--- src/rtl/commit_trace_fifo.sv ---
// Pairs each retired instruction with the memory access reported one cycle later,
// tags it with a sequence number and buffers it for the reference-model checker.
module commit_trace_fifo #(
    parameter int DEPTH  = 8,
    parameter int SEQ_W  = 16,
    parameter int DROP_W = 16
) (
    input  logic                       clock,
    input  logic                       reset,
    input  logic                       commit_valid,
    input  logic [31:0]                commit_pc,
    input  logic [31:0]                commit_inst,
    input  logic [4:0]                 commit_rd_addr,
    input  logic [31:0]                commit_rd_wdata,
    input  logic                       mem_valid,
    input  logic                       mem_is_write,
    input  logic [31:0]                mem_addr,
    input  logic [31:0]                mem_data,
    input  logic [6:0]                 mem_width,
    output logic                       out_valid,
    input  logic                       out_ready,
    output logic [SEQ_W-1:0]           out_seq,
    output logic [31:0]                out_pc,
    output logic [31:0]                out_inst,
    output logic [4:0]                 out_rd_addr,
    output logic [31:0]                out_rd_wdata,
    output logic                       out_mem_valid,
    output logic                       out_mem_is_write,
    output logic [31:0]                out_mem_addr,
    output logic [31:0]                out_mem_data,
    output logic [6:0]                 out_mem_width,
    output logic [$clog2(DEPTH):0]     count,
    output logic                       overflow,
    output logic [DROP_W-1:0]          drop_cnt
);
    localparam int PTR_W = $clog2(DEPTH);
    localparam int CNT_W = PTR_W + 1;
    localparam int REC_W = SEQ_W + 32 + 32 + 5 + 32 + 1 + 1 + 32 + 32 + 7;

    logic             r_stage_v;
    logic [SEQ_W-1:0] r_stage_seq;
    logic [31:0]      r_stage_pc;
    logic [31:0]      r_stage_inst;
    logic [4:0]       r_stage_rd_addr;
    logic [31:0]      r_stage_rd_wdata;
    logic [SEQ_W-1:0] r_seq;

    logic [REC_W-1:0]  r_mem [DEPTH];
    logic [PTR_W-1:0]  r_wr_ptr;
    logic [PTR_W-1:0]  r_rd_ptr;
    logic [CNT_W-1:0]  r_count;
    logic              r_overflow;
    logic [DROP_W-1:0] r_drop_cnt;

    logic             w_out_valid;
    logic             w_full;
    logic             w_pop;
    logic             w_push;
    logic             w_drop;
    logic [REC_W-1:0] w_rec;
    logic [REC_W-1:0] w_head;

    always_ff @(posedge clock) begin
        if (reset) begin
            r_stage_v        <= 1'b0;
            r_stage_seq      <= '0;
            r_stage_pc       <= '0;
            r_stage_inst     <= '0;
            r_stage_rd_addr  <= '0;
            r_stage_rd_wdata <= '0;
            r_seq            <= '0;
        end else begin
            r_stage_v <= commit_valid;
            if (commit_valid) begin
                r_stage_seq      <= r_seq;
                r_stage_pc       <= commit_pc;
                r_stage_inst     <= commit_inst;
                r_stage_rd_addr  <= commit_rd_addr;
                r_stage_rd_wdata <= commit_rd_wdata;
                r_seq            <= r_seq + SEQ_W'(1);
            end
        end
    end

    // Mem fields are zeroed when no access was reported so records compare cleanly.
    assign w_rec = {r_stage_seq, r_stage_pc, r_stage_inst, r_stage_rd_addr, r_stage_rd_wdata,
                    mem_valid,
                    mem_valid & mem_is_write,
                    mem_valid ? mem_addr  : 32'd0,
                    mem_valid ? mem_data  : 32'd0,
                    mem_valid ? mem_width : 7'd0};

    assign w_out_valid = (r_count != '0);
    assign w_full      = (r_count == CNT_W'(DEPTH));
    assign w_pop       = w_out_valid & out_ready;
    assign w_push      = r_stage_v & (~w_full | w_pop);
    assign w_drop      = r_stage_v & w_full & ~w_pop;

    always_ff @(posedge clock) begin
        if (w_push) begin
            r_mem[r_wr_ptr] <= w_rec;
        end
    end

    always_ff @(posedge clock) begin
        if (reset) begin
            r_wr_ptr   <= '0;
            r_rd_ptr   <= '0;
            r_count    <= '0;
            r_overflow <= 1'b0;
            r_drop_cnt <= '0;
        end else begin
            if (w_push) begin
                r_wr_ptr <= r_wr_ptr + PTR_W'(1);
            end
            if (w_pop) begin
                r_rd_ptr <= r_rd_ptr + PTR_W'(1);
            end
            if (w_push && !w_pop) begin
                r_count <= r_count + CNT_W'(1);
            end else if (w_pop && !w_push) begin
                r_count <= r_count - CNT_W'(1);
            end
            if (w_drop) begin
                r_overflow <= 1'b1;
                if (r_drop_cnt != '1) begin
                    r_drop_cnt <= r_drop_cnt + DROP_W'(1);
                end
            end
        end
    end

    // Stale storage is masked so every output reads zero while the FIFO is empty.
    assign w_head = w_out_valid ? r_mem[r_rd_ptr] : '0;

    assign {out_seq, out_pc, out_inst, out_rd_addr, out_rd_wdata,
            out_mem_valid, out_mem_is_write, out_mem_addr, out_mem_data, out_mem_width} = w_head;

    assign out_valid = w_out_valid;
    assign count     = r_count;
    assign overflow  = r_overflow;
    assign drop_cnt  = r_drop_cnt;
endmodule
--- config.mk ---
export PLATFORM = sky130hd
export DESIGN_NAME = commit_trace_fifo
export DESIGN_NICKNAME = d
export VERILOG_FILES = /design/src/rtl/commit_trace_fifo.sv
export SDC_FILE = /design/constraint.sdc
export NUM_CORES = 2
export LEC_CHECK = 0
export ABC_AREA = 1
export BUFFER_PORTS_ARGS = -buffer_cell sky130_fd_sc_hd__buf_2
export CAP_MARGIN = 20
export CELL_PAD_IN_SITES_DETAIL_PLACEMENT = 0
export CELL_PAD_IN_SITES_GLOBAL_PLACEMENT = 1
export CORE_ASPECT_RATIO = 1.2
export CORE_MARGIN = 10
export CORE_UTILIZATION = 35
export DETAILED_ROUTE_END_ITERATION = 10
export MAX_ROUTING_LAYER = met4
export PLACE_DENSITY = 0.63
export SLEW_MARGIN = 20
export SYNTH_ARGS = -nofsm -noshare
export SYNTH_HDL_FRONTEND = slang
export SYNTH_SLANG_ARGS = --single-unit
--- constraint.sdc ---
create_clock -name clock -period 26.1 [get_ports clock]
set_clock_uncertainty 0.2 [all_clocks]
set_input_delay 6.525 -clock clock [delete_from_list [all_inputs] [get_ports clock]]
set_output_delay 6.525 -clock clock [all_outputs]
set_load 0.01 [all_outputs]
==> impl_summary.md <==
Outcome
The flow ran to the end, and the final reports show no timing, DRC or antenna violations.

Routing
The count of nets left with antenna violations once routing finished came out at 0. The total vias in the final route is between 40000 and 50000. After detailed routing, the total wire length is about 180000 um.

The via density per instance is about 5.1. The first detailed-routing pass ran for 5 iterations. The post-detailed-route wirelength per cell is between 20 and 25 um.

The number of design-rule violations left by the first detailed-router iteration is ~3000. For this run, design rule violations remaining after detail routing come to 0.

Global routing
The initial antenna violation count is 12. The number of global-route vias before repair is 41700. The maximum number of pins on one net before global-route repair is approximately 300. For this run, the total global-route usage over all layers was measured as 0.175. The met1 capacity usage during global routing is 0.227.

The highest-utilization routing layer at the global route stage is met2. For met2 alone, demand over resource in global routing was 0.288. For this run, global-route usage on met3 was measured as 0.0294. After global routing the overflow that remains totals 0. The first global-routing pass estimated between 200000 and 300000 um of wire.

Logic synthesis
Yosys mapped a number of flops with a built-in enable equal to roughly 1500. The compound-gate portion of the synthesized area is 0.112. Of the total synthesized cell area, the portion taken by XOR and XNOR cells is 0.00119.

Each instance of the synthesized netlist takes up on average ~12 um2. The area fraction in and, or, nand and nor cells after synthesis is 0.116. The post-synthesis cell count is approximately 5500. The number of warnings printed during yosys synthesis is 0. The fraction of the mapped netlist area in adder cells is 0.00162.

In the synthesized netlist the dominant register cell turns out to be sky130_fd_sc_hd__edfxtp_1. The multiplexer area fraction after synthesis is 0. In this run, synthesis produced a sequential element count of about 1700. The synthesized area is 66500 um2.

The combinational family with the most area after synthesis is simple AND/OR/NAND/NOR gates. Counting distinct cell types in the post-synthesis netlist gives 35. The number of nets in the synthesized netlist is approximately 5700. The fraction of the yosys area taken by sequential cells is 0.736. In the synthesized netlist the async set-or-reset flop fraction comes to 0.

Floorplanning
After floorplanning, the core was divided into roughly 180 placement rows. The width of the die is about 420 um. roughly 400 I/O pins were placed. For this configuration, the core starts out at a cell density of 0.352. The core region is 189000 um2.

The floorplan step defined a die boundary enclosing slightly above 200000 um2. The height of the die is roughly 500 um.

Layout
The share of layout cells above drive strength 1 is 0.130. After routing the design area is about 76000 um2. The final net count is between 5000 and 6000. The area growth from synthesis to layout is 14.4%.

Worst setup path
STA classifies the critical path startpoint as a register. The maximum fanout along the worst path is between 200 and 300. At the worst endpoint, the required time is between 15000 and 20000 ps.

The arrival time of the worst setup path is between 5000 and 6000 ps. The worst setup path category is reg2out. The worst setup path is captured at a primary output.

CTS
The sink count of the clock tree is 1684. The number of clock buffers inserted by TritonCTS is 173. The H-tree generated during clock tree synthesis spans 4 levels. After clock tree synthesis, the clock-pin slew on the worst setup and hold paths is about 60 ps. The CTS tree is done. The clock latency reported for the late side of the worst-skew pair is about 810 ps. The count of hold-fix buffers inserted at cts is 0.

The buffer levels on the longest clock path is 3. The root buffer cell chosen for the clock tree is sky130_fd_sc_hd__clkbuf_16. Post-CTS repair changed the size of 0 cells.

The post-CTS setup repair buffer count is 0.

Hold path
In this run the worst hold path is classified as reg2reg.

Timing
For this run, the top clock speed supported by timing is between 80 and 90 MHz. In the finished design, the share of the clock period the worst path needs comes to 0.456. The clock period minus worst slack is roughly 12000 ps.

The normalized max-slew margin is 0.164. The total setup violations reported at the end of the flow is 0. Setup repair after global routing left no endpoint under its margin. The max-slew violation count came to 0.

The number of hold violations in the final report was 0. Summed over all failing endpoints, the final setup total negative slack is 0 ps. The pin slew with the least headroom to its limit is 1250 ps.

Run
The number of maximum-capacitance violations is 0.

Power
VDD sags by at most between 0.08 and 0.09 mV. In this run the power density over the cells is about 100 nW/um2. The cell leakage power is between 20 and 30 nW.

The overall power consumption is around 0.0076 W.

Placement
The total half-perimeter wirelength after legalization and detailed placement is ~92000 um. The placed instances occupy a cell area of about 70000 um2. The routability congestion estimate from global placement is around 0.76. Buffers placed on the I/O ports in this run total around 390.
==> through the flow <==
| stage | hold WS (ps) | utilization | instances | setup slack, ps |
|---|---|---|---|---|
| final | 261 | 0.402 | 8378 | 14190 |
| after global routing | 288 | 0.402 | 8375 | 13830 |
| after CTS | 262 | 0.402 | 8372 | 13870 |
| after detailed placement | 251 | 0.372 | 8055 | 14790 |
| after global placement | 238 | 0.372 | 8055 | 14780 |
| after floorplan | 233 | - | 5499 | 10260 |
==> layout by cell type, fill, tap and decap left out, types with 4 or more instances in the layout <==
cell type and count:
sky130_fd_sc_hd__xnor2_1 4, sky130_fd_sc_hd__inv_16 6, sky130_fd_sc_hd__xor2_1 5, sky130_fd_sc_hd__nor2_4 8, sky130_fd_sc_hd__clkbuf_16 173, sky130_fd_sc_hd__o211ai_2 30
sky130_fd_sc_hd__dfxtp_1 161, sky130_fd_sc_hd__bufinv_16 15, sky130_fd_sc_hd__inv_6 5, sky130_fd_sc_hd__a21oi_1 36, sky130_fd_sc_hd__edfxtp_1 1520, sky130_fd_sc_hd__o22ai_1 190
sky130_fd_sc_hd__nor3_1 7, sky130_fd_sc_hd__buf_4 43, sky130_fd_sc_hd__diode_2 6, sky130_fd_sc_hd__buf_2 388, sky130_fd_sc_hd__nor2_2 31, sky130_fd_sc_hd__nand3_1 17
sky130_fd_sc_hd__clkbuf_1 52, sky130_fd_sc_hd__buf_12 12, sky130_fd_sc_hd__nor2_1 1582, sky130_fd_sc_hd__o211ai_1 160, sky130_fd_sc_hd__o21ai_0 874, sky130_fd_sc_hd__nand2_1 353
sky130_fd_sc_hd__inv_1 108, sky130_fd_sc_hd__clkinv_1 24, sky130_fd_sc_hd__o21ai_1 13, sky130_fd_sc_hd__nand4_1 8, sky130_fd_sc_hd__ha_1 7, sky130_fd_sc_hd__clkinv_2 16
sky130_fd_sc_hd__clkbuf_8 18
==> layer usage <==
layer / part of all wire / up-vias
li1: - / 20100
met1: 0.45 / 21200
met2: 0.49 / 977
met3: 0.049 / 210
met4: 0.017 / 0
met5: 0 / -
==> path summary, 6_finish.rpt <==
path | start | end | slack (ps) | cells past startpoint
worst max-delay path | register | out_mem_data[30] | 14190 | 8
worst min-delay path | r_rd_ptr[2] | register | 260 | 2
worst max register to register | count[0] | r_mem[5][10] | 21810 | 8
worst min register to register | r_rd_ptr[2] | register | 260 | 2
==> cells by family (layout without fill, tap and decap cells) <==
group / after synthesis / after routing
fa+ha+maj: 8 / 8
buf+inv: 479 / 874
simple gates: 2011 / 2011
compound gates: 1308 / 1308
xor+xnor: 9 / 9
other cells: 0 / 6
flops: 1684 / 1684
==> layout make-up <==
type	count	area [um2]
diodes	6	15.0
well taps	2478	3100
repair buffers	445	2530
clock buffers	243	4770
multi-input cells	3336	15400
fillers	18000	113000
flip-flops and latches	1684	48900
clock inverters	74	927
inverters	112	447
==> power by group <==
part           switching (W)  internal, W  leakage [nW]
Combinational        0.00145     0.000588          8.74
Clock                0.00104      0.00143          2.77
Sequential         0.0000697      0.00301          15.3
Total                0.00256      0.00503          26.9
==> state kept, by name, summed over array words and instances (netlist names), named ones only <==
name,cells
r_mem,1520
r_stage_inst,32
r_stage_pc,32
r_stage_rd_wdata,32
drop_cnt,16
r_seq,16
r_stage_seq,16
r_stage_rd_addr,5
count,4
r_rd_ptr,3
r_wr_ptr,3
overflow,1
r_stage_v,1
==> worst max-delay path, stage by stage, from the launching register on <==
cell,delay (ps)
sky130_fd_sc_hd__dfxtp_4,560
sky130_fd_sc_hd__inv_16,630
sky130_fd_sc_hd__buf_4,820
sky130_fd_sc_hd__buf_4,910
sky130_fd_sc_hd__o21ai_0,210
sky130_fd_sc_hd__o211ai_1,130
sky130_fd_sc_hd__nand2_1,70
sky130_fd_sc_hd__nor2_1,270
sky130_fd_sc_hd__buf_2,200
==> synthesized netlist by cell type, types with 7 or more instances <==
master | number | area, um2
sky130_fd_sc_hd__nor2_1 | 1590 | 5970
sky130_fd_sc_hd__edfxtp_1 | 1520 | 45600
sky130_fd_sc_hd__o21ai_0 | 874 | 4370
sky130_fd_sc_hd__nand2_1 | 354 | 1330
sky130_fd_sc_hd__clkbuf_1 | 225 | 845
sky130_fd_sc_hd__o22ai_1 | 190 | 1190
sky130_fd_sc_hd__dfxtp_1 | 164 | 3280
sky130_fd_sc_hd__o211ai_1 | 160 | 1200
sky130_fd_sc_hd__inv_1 | 109 | 409
sky130_fd_sc_hd__buf_2 | 60 | 300
sky130_fd_sc_hd__a21oi_1 | 36 | 180
sky130_fd_sc_hd__buf_6 | 34 | 383
sky130_fd_sc_hd__nor2_2 | 31 | 194
sky130_fd_sc_hd__o211ai_2 | 30 | 375
sky130_fd_sc_hd__buf_1 | 23 | 86.3
sky130_fd_sc_hd__buf_4 | 18 | 135
sky130_fd_sc_hd__nand3_1 | 17 | 85.1
sky130_fd_sc_hd__o21ai_1 | 13 | 65.1
sky130_fd_sc_hd__nand4_1 | 8 | 50.1
sky130_fd_sc_hd__ha_1 | 7 | 87.6
sky130_fd_sc_hd__nor3_1 | 7 | 35.0
Power figures use the tool's default switching activity.
